## src/rtl/fir_csr_ctrl.sv

```systemverilog
// CSR slave for the parametrised FIR core: coefficient bank, CTRL/STATUS, output-sample FIFO.
// Optional feature: define FIR_CSR_IRQ_EN to enable the level interrupt and the IRQ_EN bit.
module fir_csr_ctrl #(
  parameter int NTAPS      = 8,
  parameter int COEF_W     = 8,
  parameter int DOUT_W     = 18,
  parameter int FIFO_DEPTH = 4
) (
  input  logic                      clk,
  input  logic                      rst_n,
  input  logic                      chipselect,
  input  logic                      write,
  input  logic                      read,
  input  logic [5:0]                address,
  input  logic [31:0]               writedata,
  output logic [31:0]               readdata,
  output logic                      irq,
  output logic [NTAPS*COEF_W-1:0]   coef_bus,
  output logic                      start,
  output logic                      flush,
  input  logic                      core_idle,
  input  logic                      dout_valid,
  input  logic signed [DOUT_W-1:0]  dout
);

  localparam int PW = $clog2(FIFO_DEPTH);
  localparam logic [5:0] A_CTRL = 6'h20;
  localparam logic [5:0] A_STAT = 6'h21;
  localparam logic [5:0] A_DOUT = 6'h22;

  logic [NTAPS*COEF_W-1:0] coef_q;
  logic [31:0]             readdata_q, rdata_d;
  logic                    start_q, flush_q, ovf_q, ovf_d, werr_q, werr_d, irq_en;
  logic [PW-1:0]           wr_ptr_q, wr_ptr_d, rd_ptr_q, rd_ptr_d;
  logic [PW:0]             count_q, count_d;
  logic [DOUT_W-1:0]       mem_q [FIFO_DEPTH];
  logic signed [DOUT_W-1:0] head_s;

  logic wr_en, rd_en, ctrl_wr, stat_wr, coef_sel, start_bit;
  logic start_req, flush_req, werr_set, empty, full, pop, push;
  logic unused_wdata;

  assign wr_en     = chipselect & write;
  assign rd_en     = chipselect & read;
  assign ctrl_wr   = wr_en & (address == A_CTRL);
  assign stat_wr   = wr_en & (address == A_STAT);
  assign coef_sel  = address < 6'(NTAPS);
  assign start_bit = ctrl_wr & writedata[0] & ~writedata[2];
  assign flush_req = ctrl_wr & writedata[2];
  assign start_req = start_bit & core_idle;
  assign werr_set  = ~core_idle & ((wr_en & coef_sel) | start_bit);

  assign empty  = (count_q == '0);
  assign full   = (count_q == (PW+1)'(FIFO_DEPTH));
  assign pop    = rd_en & (address == A_DOUT) & ~empty;
  // A pop frees the head slot in the same edge, so a full FIFO can still accept.
  assign push   = dout_valid & (~full | pop) & ~flush_req;
  assign head_s = mem_q[rd_ptr_q];

  assign unused_wdata = ^writedata;

  always_comb begin
    wr_ptr_d = wr_ptr_q;
    rd_ptr_d = rd_ptr_q;
    count_d  = count_q;
    if (flush_req) begin
      wr_ptr_d = '0;
      rd_ptr_d = '0;
      count_d  = '0;
    end else begin
      if (push) wr_ptr_d = wr_ptr_q + 1'b1;
      if (pop)  rd_ptr_d = rd_ptr_q + 1'b1;
      if (push && !pop)      count_d = count_q + 1'b1;
      else if (pop && !push) count_d = count_q - 1'b1;
    end

    ovf_d = ovf_q;
    if (stat_wr && writedata[3]) ovf_d = 1'b0;
    if (dout_valid && full && !pop && !flush_req) ovf_d = 1'b1;

    werr_d = werr_q;
    if (stat_wr && writedata[4]) werr_d = 1'b0;
    if (werr_set) werr_d = 1'b1;
  end

  always_comb begin
    rdata_d = '0;
    if (coef_sel) begin
      for (int i = 0; i < NTAPS; i++)
        if (address == 6'(i)) rdata_d[COEF_W-1:0] = coef_q[i*COEF_W +: COEF_W];
    end
    case (address)
      A_CTRL: rdata_d[1] = irq_en;
      A_STAT: begin
        rdata_d[0]    = core_idle;
        rdata_d[1]    = empty;
        rdata_d[2]    = full;
        rdata_d[3]    = ovf_q;
        rdata_d[4]    = werr_q;
        rdata_d[14:8] = 7'(count_q);
      end
      A_DOUT: if (!empty) rdata_d = 32'(head_s);
      default: ;
    endcase
  end

  always_ff @(posedge clk or negedge rst_n) begin
    if (!rst_n) begin
      coef_q     <= '0;
      readdata_q <= '0;
      start_q    <= 1'b0;
      flush_q    <= 1'b0;
      ovf_q      <= 1'b0;
      werr_q     <= 1'b0;
      wr_ptr_q   <= '0;
      rd_ptr_q   <= '0;
      count_q    <= '0;
    end else begin
      for (int i = 0; i < NTAPS; i++)
        if (wr_en && core_idle && address == 6'(i))
          coef_q[i*COEF_W +: COEF_W] <= writedata[COEF_W-1:0];
      if (rd_en) readdata_q <= rdata_d;
      start_q  <= start_req;
      flush_q  <= flush_req;
      ovf_q    <= ovf_d;
      werr_q   <= werr_d;
      wr_ptr_q <= wr_ptr_d;
      rd_ptr_q <= rd_ptr_d;
      count_q  <= count_d;
    end
  end

  // Sample storage carries no reset; occupancy is tracked by the pointers alone.
  always_ff @(posedge clk) begin
    if (push) mem_q[wr_ptr_q] <= dout;
  end

`ifdef FIR_CSR_IRQ_EN
  always_ff @(posedge clk or negedge rst_n) begin
    if (!rst_n)       irq_en <= 1'b0;
    else if (ctrl_wr) irq_en <= writedata[1];
  end
  assign irq = irq_en & (~empty | ovf_q);
`else
  assign irq_en = 1'b0;
  assign irq    = 1'b0;
`endif

  assign readdata = readdata_q;
  assign coef_bus = coef_q;
  assign start    = start_q;
  assign flush    = flush_q;

endmodule

```

## config.mk

```make
export PLATFORM = sky130hd
export DESIGN_NAME = fir_csr_ctrl
export DESIGN_NICKNAME = d
export VERILOG_FILES = /design/src/rtl/fir_csr_ctrl.sv
export SDC_FILE = /design/constraint.sdc
export NUM_CORES = 1
export LEC_CHECK = 0
export BUFFER_PORTS_ARGS = -buffer_cell sky130_fd_sc_hd__buf_2
export CAP_MARGIN = 5
export CELL_PAD_IN_SITES_DETAIL_PLACEMENT = 1
export CELL_PAD_IN_SITES_GLOBAL_PLACEMENT = 2
export CORE_AREA = 10 10 172 126
export DETAILED_ROUTE_END_ITERATION = 10
export DIE_AREA = 0 0 182 136
export PLACE_DENSITY_LB_ADDON = 0.1
export SLEW_MARGIN = 20
export SYNTH_ARGS = -nofsm -noshare
export SYNTH_HDL_FRONTEND = slang
export SYNTH_SLANG_ARGS = --single-unit
```

## constraint.sdc

```tcl
create_clock -name clk -period 4.5 [get_ports clk]
set_input_delay 0.9 -clock clk [delete_from_list [all_inputs] [get_ports clk]]
set_output_delay 0.9 -clock clk [all_outputs]
set_load 0.03 [all_outputs]
```

# Yosys cells after proc, flatten, opt, wreduce, memory -nomap -nowiden
# Memories as Yosys holds them, arrays and structs flattened.
# Index checks and enable logic that the tools add are counted.
# word_totals
romBits,0
register_bits,107
mem_count,1
in_bits,63
elab_cells,109
latchBits,0
output_inout_bits,99
mem_bits_rw,72
# op_classes
div,0
magnitude_cmp,1
n_mul,0
shifts,0
add_sub_neg,4
n_bitwise,21
eq_ne,11
n_reduce_logical,26
n_mux,29
# memory_table
memory,depth,width,rd,rd_clocked_by_memory_dff,write_ports,line_no,source
mem_q,4,18,1,0,1,36,logic [DOUT_W-1:0] mem_q [FIFO_DEPTH];
# ops
cell,n
$mux 8,9
$mux 32,1
$eq 6x3->1 const B,4
$eq 6x6->1 const B,3
$mux 17,1
$logic_and 1x1->1,16
$and 1x1->1,14
$pmux 7 s2,1
$eq 6x2->1 const B,2
$mux 3,4
$mux 2,4
$reduce_bool 2->1,4
$eq 6x1->1 const B,1
$logic_not 6->1,1
$lt 6x4->1 const B,1
$mux 1,6
$pmux 3 s2,1
$not 1->1,5
$add 2x1->2 const B,2
$add 3x1->3 const B,1
$eq 3x3->1 const B,1
$logic_not 1->1,3
$logic_not 3->1,1
$pmux 1 s3,1
other kinds (4),5

# Logic depth before layout (Yosys ltp)
# depth
word_depth,12
depth_mapped,10
ltp_nobuf,8

# Worst setup path before layout
# Ideal clock, no wire load.
# synth_path
path_kind,input -> register
startpoint,input port address[2]
endpoint,register count_q[2]
path_buffers,2
setup_time_ns,0.073
path_stages,10
t_required_ns,4.427
arrival_time_ns,3.327
slack_ns,1.100
path_cell_list,or4b_1 buf_2 nor4_4 buf_6 a31oi_1 nor2b_1 fa_1 or3_1 a21o_1 a21oi_2
# synth_via
elab_chain_cells,9
word_cells_on_any_way,17
cone_classes,eq/ne: 2; mux: 2; bitwise: 8; reduce/logical: 5
# synth_rtl
element,line_no,source
from (decl),14,"input logic [5:0] address,"
$eq 6x6->1,55,assign pop = rd_en & (address == A_DOUT) & ~empty;
$and 1x1->1 (2 in series),55,
$or 1x1->1,57,assign push = dout_valid & (~full | pop) & ~flush_req;
$and 1x1->1 (2 in series),57,
$logic_and 1x1->1 / $logic_not 1->1 (equally long branches),"73, 74",
$mux 3 / $logic_and 1x1->1 (equally long branches),"73, 74",
$mux 3 / $reduce_bool 3->1 (equally long branches),--,
to (signal assigned),129,count_q <= count_d;
to (decl),35,"logic [PW:0] count_q, count_d;"
# Parallel ways exist; a longest one is shown, timed or not.
# A chain may end at the register's enable or synchronous reset.

# Worst setup path in the final report
# layout_path
startpoint,input port address[3]
endpoint,register count_q[2]
# layout_via
word_cells_on_any_way,17
cone_classes,eq/ne: 2; mux: 2; bitwise: 8; reduce/logical: 5
# layout_rtl
element,line_no,source
$eq 6x6->1 *,45,assign ctrl_wr = wr_en & (address == A_CTRL);
$and 1x1->1 *,45,
$and 1x1->1 *,49,assign flush_req = ctrl_wr & writedata[2];
net flush_req,40,"logic start_req, flush_req, werr_set, empty, full, pop, push;"
$not 1->1,57,
$and 1x1->1,57,
$logic_and 1x1->1 / $logic_not 1->1 (equally long branches),"73, 74",
$mux 3 / $logic_and 1x1->1 (equally long branches),"73, 74",
$mux 3 / $reduce_bool 3->1 (equally long branches),--,
# Mark *: on every way through the listed nets, which the timed path passes. The rest lies on a longest branch.

==> run metrics <==
status=completed; Syn. warnings=0; most common cell after layout, fill and taps aside=buf_2; FF+latch area=4490 um^2; maximum clock insertion buffer count=2; first-pass iteration count of the detailed router=4; ys async rst share=0.564; post-CTS setup buffers=0; Max Fanout on Critical Path=9; vias in the first global route=5061; # hold bufs at CTS=0; max_cap viols=0; cell area power density=454 nW/um^2; total gr overflow=0; worst r2r path cells=7; Resized Gates After CTS=0; Core Region=18400 um^2; global-route wire length before repair=31100 um; RSZ-0062 raised after global routing=no; reg2reg setup slack=1.98 ns; Row Count=42; final hold violations=0; most frequent cells in the layout=buf_2, dfrtp_1, edfxtp_1; Worst setup EP type=flip-flop; P_leak=3.87 nW; Clock transition at path regs=0.07 ns; placed instance count=838; IO Count=162; cells after synthesis=481; CP endpoint=count_q[2]; setup violators final=0; Synth area leaders=dfrtp_1, edfxtp_1, mux2_2, mux4_2, nand2_1; reg2reg end=count_q[1]; area delta synth->final=20.9%; Cell Area, Synth=7230 um^2; Die H=136 um; CP Class=in2reg; reg2reg start=count_q[0]; CTS tree=built; Mapped Nets=549; CP startpoint=address[3]; FILL cells=1890; Die Width=182 um; HP Class=in2async; number of buffers inserted by port buffering=136; CP Launch Type=input pin; CTS sink cnt=165; layout cells sized above 1=0.459; final WL=19900 um; largest net degree at the start of global routing=49; Finished Core Util=0.474; clk root buf=clkbuf_16; worst skew pair latency=0.43 ns; placer congestion estimate=0.802; starting density of the core=0.392; crit path DAT=3.61 ns; Post-synth top flop=dfrtp_1; routed via count=4594; Fmax achieved=0.307 GHz; Post-Layout Cell Count=871; post-route setup TNS=0 ns; top-area cell type share of the netlist area=0.322; post-route minimum period=3.26 ns; hpwl dp=14400 um; Slew @ Worst Pin=0.918 ns; Distinct cells, synth=55; Slew HR=0.388; max-slew violations=0; area of the multi-input gates=2500 um^2; Global Route Usage Sum=0.164; Residual DRC=0; post-synthesis sequential area ratio=0.621; Syn Area/Cell=15.0 um^2; post-DR wirelength/cell=22.9 um; count of state elements after synthesis=165; Worst EP required=4.86 ns; ANT nets after route=0; Starting DRT DRC Count=216; hold slack final=0.384 ns; number of CTS-inserted buffers=17; vias per cell=5.27; initial antenna violation count=1; period utilization=0.724; Final Skew=0.0135 ns; Max IR drop VDD=189 uV; overall power=0.00397 W; Die Area=24800 um^2; nets=683; Post-synth EDFFs=72; largest area contributor in the netlist=dfrtp_1; CTS H-tree lvls=4
-- cells by family after synthesis --
kind of cell | after synthesis | share of synthesized area
mux | 101 | 0.198
other cells | 1 | 0.000519
buf+inv | 44 | 0.0336
fa+ha+maj | 5 | 0.00969
flops | 165 | 0.621
xor+xnor | 4 | 0.00485
simple gates | 95 | 0.0713
compound gates | 66 | 0.0609
-- stage by stage --
step                setup WS, ns  instance area, um^2
CTS                         1.26                 8740
detailed placement         0.814                 8160
floorplan                   1.10                 7230
global placement           0.868                 8160
finish                      1.24                 8740
global route                1.09                 8740
-- worst max-delay path, stage by stage --
cell and delay [ns]:
buf_2 0.12, or4b_1 0.73, nor4_4 0.28, buf_4 0.21, nand2b_1 0.17, nor2b_1 0.08, fa_1 0.41, or3_1 0.42
a21o_1 0.18, a21oi_2 0.10
-- registers in the layout, summed over array words and instances, names as in the netlist, 2 cells and up --
signal	flops
coef_bus	64
count_q	3
mem_q	72
rd_ptr_q	2
readdata	18
wr_ptr_q	2
-- synth_stat cells (5+ instances only) --
| cell | instances |
|---|---|
| mux4_2 | 27 |
| inv_1 | 6 |
| mux2_2 | 66 |
| mux2i_1 | 8 |
| buf_2 | 8 |
| a22oi_1 | 6 |
| and2_1 | 5 |
| dfrtp_1 | 93 |
| clkbuf_1 | 12 |
| nor2_1 | 19 |
| a21oi_1 | 12 |
| nand2_1 | 33 |
| buf_4 | 16 |
| nor3_1 | 6 |
| nand2b_1 | 5 |
| o21ai_0 | 17 |
| edfxtp_1 | 72 |
-- where the power goes --
part | total (W) | switching, W | internal (W) | leakage [nW]
clock | 0.00144 | 0.000617 | 0.000819 | 0.278
sequential | 0.00189 | 0.000104 | 0.00178 | 1.93
combinational | 0.000650 | 0.000387 | 0.000263 | 1.67
-- layout make-up --
class / instances / area share
sequential: 165 / 0.514
multi-input combinational: 272 / 0.286
timing repair buffer: 153 / 0.0971
clock buffer: 17 / 0.0487
tap: 242 / 0.0346
clock inverter: 15 / 0.0175
inverter: 6 / 0.00258
antenna: 1 / 0.000286
-- routing by layer --
layer	global-route usage	wire length [um]	up-vias
met3	0.0473	1060	17
li1	-	-	2074
met4	0.0464	246	0
met2	0.249	9060	111
met5	0	0	-
met1	0.223	9540	2392
-- worst min-delay path by stage --
stage                 start      endpoint  slack [ns]  cells past startpoint
5_1_grt               rst_n   coef_bus[1]        0.39                      1
4_1_cts               rst_n   coef_bus[1]        0.38                      1
3_3_place_gp   readdata[12]  readdata[12]        0.46                      2
6_report              rst_n   coef_bus[1]        0.38                      1
2_1_floorplan         ovf_q         ovf_q        0.45                      2
3_5_place_dp   readdata[10]  readdata[10]        0.47                      2
(Power assumes the default switching activity.)
